## src/rtl/uart_rx_oversampled_if.sv

```systemverilog
// Serial receive bundle: line input, byte holding register handshake and status.
interface uart_rx_oversampled_if;
    logic       rx;
    logic [7:0] data;
    logic       valid;
    logic       ready;
    logic       frame_err;
    logic       overrun;
    logic       busy;

    // Drives the serial line and consumes received bytes.
    modport master (
        output rx,
        output ready,
        input  data,
        input  valid,
        input  frame_err,
        input  overrun,
        input  busy
    );

    // The receiver itself.
    modport slave (
        input  rx,
        input  ready,
        output data,
        output valid,
        output frame_err,
        output overrun,
        output busy
    );
endinterface

```

## src/rtl/uart_rx_oversampled.sv

```systemverilog
// 8N1 UART receiver oversampling rx on clk; bytes land in a valid/ready
// holding register. CLKS_PER_BIT must be even and at least 4.
//
// state   | meaning
// --------+-------------------------------------------------------------
// S_IDLE  | line idle, waiting for rx_s low
// S_START | counting to mid start bit; high there means false start
// S_DATA  | sampling 8 data bits one bit period apart, LSB first
// S_STOP  | sampling stop bit; high delivers, low flags framing error
// S_BREAK | line stuck low after a framing error; wait for it to rise
module uart_rx_oversampled #(
    parameter int CLKS_PER_BIT = 4
) (
    input  logic                 clk,
    input  logic                 rst_n,
    uart_rx_oversampled_if.slave bus
);

    localparam int CW = $clog2(CLKS_PER_BIT);
    localparam logic [CW-1:0] HALF_TC = CW'(CLKS_PER_BIT / 2 - 1);
    localparam logic [CW-1:0] BIT_TC  = CW'(CLKS_PER_BIT - 1);

    typedef enum logic [2:0] {
        S_IDLE,
        S_START,
        S_DATA,
        S_STOP,
        S_BREAK
    } state_t;

    state_t          state_q, state_d;
    logic            sync1_q;
    logic            rx_s_q;
    logic [CW-1:0]   cnt_q, cnt_d;
    logic [2:0]      bitidx_q, bitidx_d;
    logic [7:0]      shift_q, shift_d;
    logic [7:0]      data_q, data_d;
    logic            valid_q, valid_d;
    logic            frame_err_q, frame_err_d;
    logic            overrun_q, overrun_d;

    // Two-flop synchronizer; resets to the idle (high) line level.
    always_ff @(posedge clk or negedge rst_n) begin
        if (!rst_n) begin
            sync1_q <= 1'b1;
            rx_s_q  <= 1'b1;
        end else begin
            sync1_q <= bus.rx;
            rx_s_q  <= sync1_q;
        end
    end

    // Next-state, bit timing and holding-register update.
    always_comb begin
        state_d     = state_q;
        cnt_d       = cnt_q;
        bitidx_d    = bitidx_q;
        shift_d     = shift_q;
        data_d      = data_q;
        valid_d     = valid_q;
        frame_err_d = 1'b0;
        overrun_d   = 1'b0;

        // Consumer handshake; a delivery below in the same cycle re-sets valid.
        if (valid_q && bus.ready) begin
            valid_d = 1'b0;
        end

        unique case (state_q)
            S_IDLE: begin
                if (!rx_s_q) begin
                    state_d = S_START;
                    cnt_d   = '0;
                end
            end
            S_START: begin
                if (cnt_q == HALF_TC) begin
                    cnt_d = '0;
                    if (rx_s_q) begin
                        state_d = S_IDLE;
                    end else begin
                        state_d  = S_DATA;
                        bitidx_d = '0;
                    end
                end else begin
                    cnt_d = cnt_q + CW'(1);
                end
            end
            S_DATA: begin
                if (cnt_q == BIT_TC) begin
                    cnt_d    = '0;
                    shift_d  = {rx_s_q, shift_q[7:1]};
                    bitidx_d = bitidx_q + 3'd1;
                    if (bitidx_q == 3'd7) begin
                        state_d = S_STOP;
                    end
                end else begin
                    cnt_d = cnt_q + CW'(1);
                end
            end
            S_STOP: begin
                if (cnt_q == BIT_TC) begin
                    cnt_d = '0;
                    if (rx_s_q) begin
                        // Return to IDLE right away so a start edge in the next cycle is caught.
                        state_d = S_IDLE;
                        if (!valid_q || bus.ready) begin
                            data_d  = shift_q;
                            valid_d = 1'b1;
                        end else begin
                            overrun_d = 1'b1;
                        end
                    end else begin
                        frame_err_d = 1'b1;
                        state_d     = S_BREAK;
                    end
                end else begin
                    cnt_d = cnt_q + CW'(1);
                end
            end
            S_BREAK: begin
                if (rx_s_q) begin
                    state_d = S_IDLE;
                end
            end
            default: begin
                state_d = S_IDLE;
            end
        endcase
    end

    // State, counters, shift register and output registers.
    always_ff @(posedge clk or negedge rst_n) begin
        if (!rst_n) begin
            state_q     <= S_IDLE;
            cnt_q       <= '0;
            bitidx_q    <= '0;
            shift_q     <= '0;
            data_q      <= '0;
            valid_q     <= 1'b0;
            frame_err_q <= 1'b0;
            overrun_q   <= 1'b0;
        end else begin
            state_q     <= state_d;
            cnt_q       <= cnt_d;
            bitidx_q    <= bitidx_d;
            shift_q     <= shift_d;
            data_q      <= data_d;
            valid_q     <= valid_d;
            frame_err_q <= frame_err_d;
            overrun_q   <= overrun_d;
        end
    end

    assign bus.data      = data_q;
    assign bus.valid     = valid_q;
    assign bus.frame_err = frame_err_q;
    assign bus.overrun   = overrun_q;
    assign bus.busy      = (state_q != S_IDLE);

endmodule

```

## src/flat_wrapper.sv

```systemverilog
// flat-port wrapper written by rule: the top's interface ports become plain ports
module uart_rx_oversampled_flat 
#(
    parameter int CLKS_PER_BIT = 4
)
  (clk, rst_n, bus_rx, bus_ready, bus_data, bus_valid, bus_frame_err, bus_overrun, bus_busy);
  uart_rx_oversampled_if bus_i ();
  input  logic clk;
  input  logic rst_n;
  input wire logic [$bits(bus_i.rx)-1:0] bus_rx;
  input wire logic [$bits(bus_i.ready)-1:0] bus_ready;
  output wire logic [$bits(bus_i.data)-1:0] bus_data;
  output wire logic [$bits(bus_i.valid)-1:0] bus_valid;
  output wire logic [$bits(bus_i.frame_err)-1:0] bus_frame_err;
  output wire logic [$bits(bus_i.overrun)-1:0] bus_overrun;
  output wire logic [$bits(bus_i.busy)-1:0] bus_busy;
  assign bus_i.rx = bus_rx;
  assign bus_i.ready = bus_ready;
  assign bus_data = bus_i.data;
  assign bus_valid = bus_i.valid;
  assign bus_frame_err = bus_i.frame_err;
  assign bus_overrun = bus_i.overrun;
  assign bus_busy = bus_i.busy;
  uart_rx_oversampled #(.CLKS_PER_BIT(CLKS_PER_BIT)) u_core (.clk(clk), .rst_n(rst_n), .bus(bus_i));
endmodule
```

## config.mk

```make
export PLATFORM = sky130hd
export DESIGN_NAME = uart_rx_oversampled_flat
export DESIGN_NICKNAME = d
export VERILOG_FILES = /design/src/rtl/uart_rx_oversampled_if.sv /design/src/rtl/uart_rx_oversampled.sv /design/src/flat_wrapper.sv
export SDC_FILE = /design/constraint.sdc
export NUM_CORES = 1
export LEC_CHECK = 0
export ABC_AREA = 0
export BUFFER_PORTS_ARGS = -buffer_cell sky130_fd_sc_hd__buf_2
export CAP_MARGIN = 20
export CORE_ASPECT_RATIO = 1.25
export CORE_MARGIN = 2
export CORE_UTILIZATION = 35
export CTS_BUF_LIST = sky130_fd_sc_hd__clkbuf_4
export CTS_CLUSTER_DIAMETER = 50
export DETAILED_ROUTE_END_ITERATION = 8
export GPL_TIMING_DRIVEN = 0
export PLACE_DENSITY = 0.57
export SYNTH_ARGS = -nofsm -noshare
export SYNTH_HDL_FRONTEND = slang
export SYNTH_SLANG_ARGS = --single-unit
```

## constraint.sdc

```tcl
create_clock -name clk -period 1.7 [get_ports clk]
set_input_delay 0.17 -clock clk [delete_from_list [all_inputs] [get_ports clk]]
set_output_delay 0.17 -clock clk [all_outputs]
set_load 0.01 [all_outputs]
```

# --- Word level (Yosys, flattened, before mapping) ---
# Cells that the tools add are included.
totals:
  regBits: 29
  inputBits: 4
  out_inout_bits: 12
  word_cells: 68
classes:
  add_sub_neg: 2
  n_eq_ne: 14
  n_mux: 29
  n_reduce_logical: 13
op_table:
  columns: ["cell", "n"]
  rows:
  - ["$mux W3", 10]
  - ["$pmux W3 S5", 1]
  - ["$mux W1", 12]
  - ["$ne A2 B1 Y1 const B", 5]
  - ["$mux W2", 4]
  - ["$reduce_and A4 Y1", 2]
  - ["$eq A3 B2 Y1 const B", 2]
  - ["$eq A3 B3 Y1 const B", 2]
  - ["$pmux W2 S3", 1]
  - ["$pmux W3 S2", 1]
  - ["$reduce_and A6 Y1", 1]
  - ["$reduce_bool A3 Y1", 2]
  - ["$ne A2 B2 Y1 const B", 2]
  - ["$reduce_and A2 Y1", 2]
  - ["$add A3 B1 Y3 const B", 1]
  - ["$eq A3 B1 Y1 const B", 1]
  - ["$logic_not A3 Y1", 1]
  - ["$add A2 B1 Y2 const B", 1]
  - ["$eq A2 B1 Y1 const B", 1]
  - ["$eq A2 B2 Y1 const B", 1]
  - ["$reduce_bool A2 Y1", 1]
  - ["$reduce_or A2 Y1", 1]
  - ["$logic_and A1 B1 Y1", 1]
  - ["$logic_not A1 Y1", 1]
  - ["$logic_or A1 B1 Y1", 1]

# --- Longest topological paths before layout ---
depth:
  ltp_word: 6
  mapped_depth: 5

# --- Worst setup path before layout ---
# OpenSTA, ideal clock, no wires.
synth_path:
  path_kind: "register to register"
  start: "reg u_core.cnt_q[0]"
  end: "reg u_core.shift_q[2]"
  arrival_time_ps: 1356
  path_slack_ps: 219
  path_stages_with_launch: 5
  synth_period_minus_slack_ps: 1481
  cell_sequence: "dfrtp_1 > ha_1 > and4bb_4 > buf_6 > mux2_2"
synth_between:
  elab_chain_cells: 2
synth_lines:
  columns: ["element", "line", "rtl"]
  rows:
  - ["from (decl)", "uart_rx_oversampled.sv:34", "logic [CW-1:0] cnt_q, cnt_d;"]
  - ["from (signal assigned)", "uart_rx_oversampled.sv:145", "cnt_q <= cnt_d;"]
  - ["$eq A2 B2 Y1", "uart_rx_oversampled.sv:90", "if (cnt_q == BIT_TC) begin"]
  - ["$reduce_and A2 Y1 (no line)", null, null]
  - ["to (signal assigned)", "uart_rx_oversampled.sv:147", "shift_q <= shift_d;"]
  - ["to (decl)", "uart_rx_oversampled.sv:36", "logic [7:0] shift_q, shift_d;"]
# No other way between the ends.
# A chain may end at the register's enable or synchronous reset.

# --- Worst setup path after layout ---
layout_path:
  start: "reg u_core.cnt_q[1]"
  end: "reg u_core.shift_q[3]"
# Same word-level chain as after synthesis.

==> metrics list <==
* Adder-cell share of the synthesized area: 4.921%
- Area overhead of the layout relative to synthesis: 16.34%
* DR WL/cell: 12.92 µm
* CP arrival: 1760 ps
- The tightest min-delay check is of the input port to flip-flop type.
- The core region is 3483 µm².
- The routed layout has 782 vias.
- Longest Clk Path Bufs: 2
- 16 I/O pins were placed.
- Timing would allow up to 646.2 MHz.
- DRC viols: 0
- Critical-path cell with the highest stage delay: dfrtp_1
- After synthesis, the largest family of logic cells by area is multiplexers.
- Sequential cell fraction of total power: 49.2%
- Once the floorplan was initialized, standard cells occupied 36.49% of the core.
- Largest delay contributor family on the critical path: flip-flops
- Worst setup path category: flip-flop to flip-flop
- Counting both buffers and inverters, the worst setup path holds a total of 1.
* Vias in the first global route: 777
- Clk sink count: 29
* Async SR Flop Fraction: 100.0%
- CTS built an H-tree with a depth of 2.
* Area after DPL: 1395 µm²
- After synthesis the netlist holds a flip-flop and latch count of 29.
- Total power per unit cell area: 1239 nW/µm²
- Slowest Stage Delay on Critical Path: 450 ps
- Summing the areas of all compound-gate instances in the mapped netlist gives 6.299% of the synthesized area.
- Top FF cell, synth: dfrtp_1
- The clock period could shrink to 1547 ps.
- Yosys printed 0 warnings.
* Number of buffers inserted by port buffering: 15
- Main area contributors after synthesis: dfrtp_1, mux2_2, ha_1, dfstp_2, nand2_1
- Design internal power: 1.255 mW
- Combinational cells account for 29.4% of the total power.
- Post-CTS timing repair inserted 0 buffers for setup.
* Leakage power: 0.7566 nW
- # Max-Cap Violations: 0
- Vias per std cell: 4.918
- Setup repair after global routing missed its margin: false
- TritonCTS created 5 clock buffers.
* Routed wire length: 2055 µm
- Synthesized instance count: 96
- For the pin with the worst max-slew slack, the measured transition is 628.2 ps.
- Xor/xnor cell area share of the yosys netlist: 0%
- The first detailed-routing pass ran for 2 iterations.
- Post-layout nets: 129
- At the end of routability-driven placement, the weighted congestion stood at 0.7470.
- Cell area after layout: 1479 µm²
* Fraction of layout instances using a drive strength above 1: 40.83%
* List of cells traversed by the critical path: ha_4 -> and4bb_4 -> buf_6 -> mux2_2
- The final hold violation count came to 0.
* Later-pin clock latency in the skew report: 330 ps
- Net switching is 31.48% of the power.
- Drt first-iter violations: 12
- TritonCTS built the clock tree.
* Master cell of the clock root buffer: clkbuf_4
- After floorplanning, the core was divided into 24 placement rows.
- The final-report max-slew violation count is 0.
* Combined area of all synthesized cells: 1271 µm²
- Clock-pin slew was measured on the worst setup and hold paths at 90 ps.
- Number of routed nets with antenna violations: 0
* Status: completed
- The number of antenna violations at the first check in global routing is 0.
- Normalized max-slew margin: 58.12%
- GR Util All Layers: 12.16%
* Die span in x: 57.91 µm
- Synth unique cells: 27
- In the layout the commonest cells are dfrtp_1, mux2_2, buf_2, nand2_1, clkbuf_4.
- Entering global routing, the biggest net connects 30 pins.
- Setup violations remaining at the end of the flow were counted as 0.
- The library cell used most frequently in the layout, excluding fill and tap cells, is dfrtp_1.
* Mux share of post-synthesis cell area: 16.24%
- Dividing the synthesized area by the synthesized cell count gives 13.24 µm².
- Power share of the clock group: 21.4%
- The largest total area in the synthesized netlist belongs to dfrtp_1.
* Sequential fraction of the synthesis area: 57.28%
* Post-synth net total: 105
- Antenna diode instance count: 0
* Share of the synthesized area in the top cell type: 53.15%
* Setup_tns: 0 ps
- The worst path uses 91.03% of the clock period.
* Clock tree skew after final layout: 10.75 ps
- Number of enable-type register cells in the synthesized netlist: 0
- NetSw: 0.5769 mW
- Summing the areas of all and, or, nand and nor instances in the mapped netlist gives 11.02% of the synthesized area.
* Half-perimeter wire length after detailed placement: 1383 µm
- Global-route wire length before repair: 3746 µm
* Die area: 4133 µm²
- Required time at the endpoint of the critical path: 1910 ps
- IR Drop Worst-Case VDD: 0.6754 mV
- Worst-path fanout max: 10
- Kind of capture point of the worst setup path: flip-flop
* Power, Total: 1.832 mW
- Summed over all layers, the global routing overflow is 0.
- From bottom edge to top edge, the die measures 71.38 µm.
- STA classifies the critical path startpoint as a flip-flop.
[layer usage]
layer  track usage [%]  routed length, µm  up-vias  part of all wire [%]
met5                 0                  0        -                     0
met4             7.752                 68        0                   3.3
met3             4.513                 92        6                   4.5
met2             17.55                969       14                    47
met1             15.23                925      386                    45
li1                  -                  -      376                     -
[cell type report]
class,instances,area (µm²)
clock buffers,6,45.04
well taps,39,48.80
fillers,356,2004
plain buffers,5,36.28
flip-flops and latches,29,729.5
repair buffers,17,95.09
inverters,5,18.77
clock inverters,1,3.754
multi-input cells,57,501.7
[worst paths after layout]
kind / from / end / slack, ps / cells after the start
max: u_core.cnt_q[1] / u_core.shift_q[3] / 150 / 4
min: bus_ready / u_core.bus.overrun / 180 / 3
max reg2reg: u_core.cnt_q[1] / u_core.shift_q[3] / 150 / 4
min reg2reg: u_core.sync1_q / u_core.rx_s_q / 360 / 0
max in group asynchronous: rst_n / u_core.cnt_q[0] / 870 / 2
min in group asynchronous: rst_n / u_core.bus.frame_err / 390 / 2
[cells in the mapped netlist (all sizes together), types with 2 or more instances]
| library cell | count |
|---|---|
| inv | 5 |
| ha | 5 |
| dfrtp | 27 |
| mux2 | 16 |
| a21oi | 3 |
| clkbuf | 2 |
| o21ai | 5 |
| nor2 | 5 |
| nand2 | 8 |
| nand2b | 2 |
| buf | 3 |
| dfstp | 2 |
[kinds of logic (layout without fill, tap and decap cells)]
group / Yosys count / in the layout
compound gates: 13 / 13
fa+ha+maj: 5 / 5
mux: 17 / 17
flops: 29 / 29
simple gates: 22 / 22
buf+inv: 10 / 34
[per-stage QoR]
| stage | setup WS (ps) | hold WS [ps] | instances | utilization [%] |
|---|---|---|---|---|
| after floorplan | 219.1 | -125.6 | 96 | - |
| after global placement | 93.36 | 226.9 | 150 | 40.05 |
| after detailed placement | 57.44 | 237.7 | 150 | 40.05 |
| after CTS | 20.65 | 174.5 | 159 | 42.03 |
| after global routing | 40.51 | 205.9 | 159 | 42.46 |
| final | 152.6 | 183.2 | 159 | 42.46 |
[what timing repair did]
item                                   in CTS  in global routing
hold buffers                                2                  0
setup endpoints to repair                   0                 14
endpoints found under the hold margin      28                  0
resized for setup                           0                  5
[flip-flops by register name, indices dropped and copies added, names as in the netlist]
register	flops
u_core.cnt_q	2
u_core.rx_s_q	1
u_core.sync1_q	1
u_core.bus.overrun	1
u_core.bus.frame_err	1
u_core.shift_q	8
u_core.state_q	3
u_core.bitidx_q	3
u_core.bus.valid	1
u_core.bus.data	8
[worst min-delay path: stages]
cell,delay (ps)
buf_2,70
nand2b_1,170
nor2_1,60
[power groups by stage]
stage | logic [mW] | clock network (mW) | registers (mW)
floorplan | 0.412 | 0 | 0.887
detailed placement | 0.531 | 0 | 0.901
finish | 0.539 | 0.392 | 0.902
global placement | 0.517 | 0 | 0.895
global route | 0.618 | 0.448 | 0.917
CTS | 0.536 | 0.416 | 0.889
No activity file was read; power rests on OpenSTA's default activity.
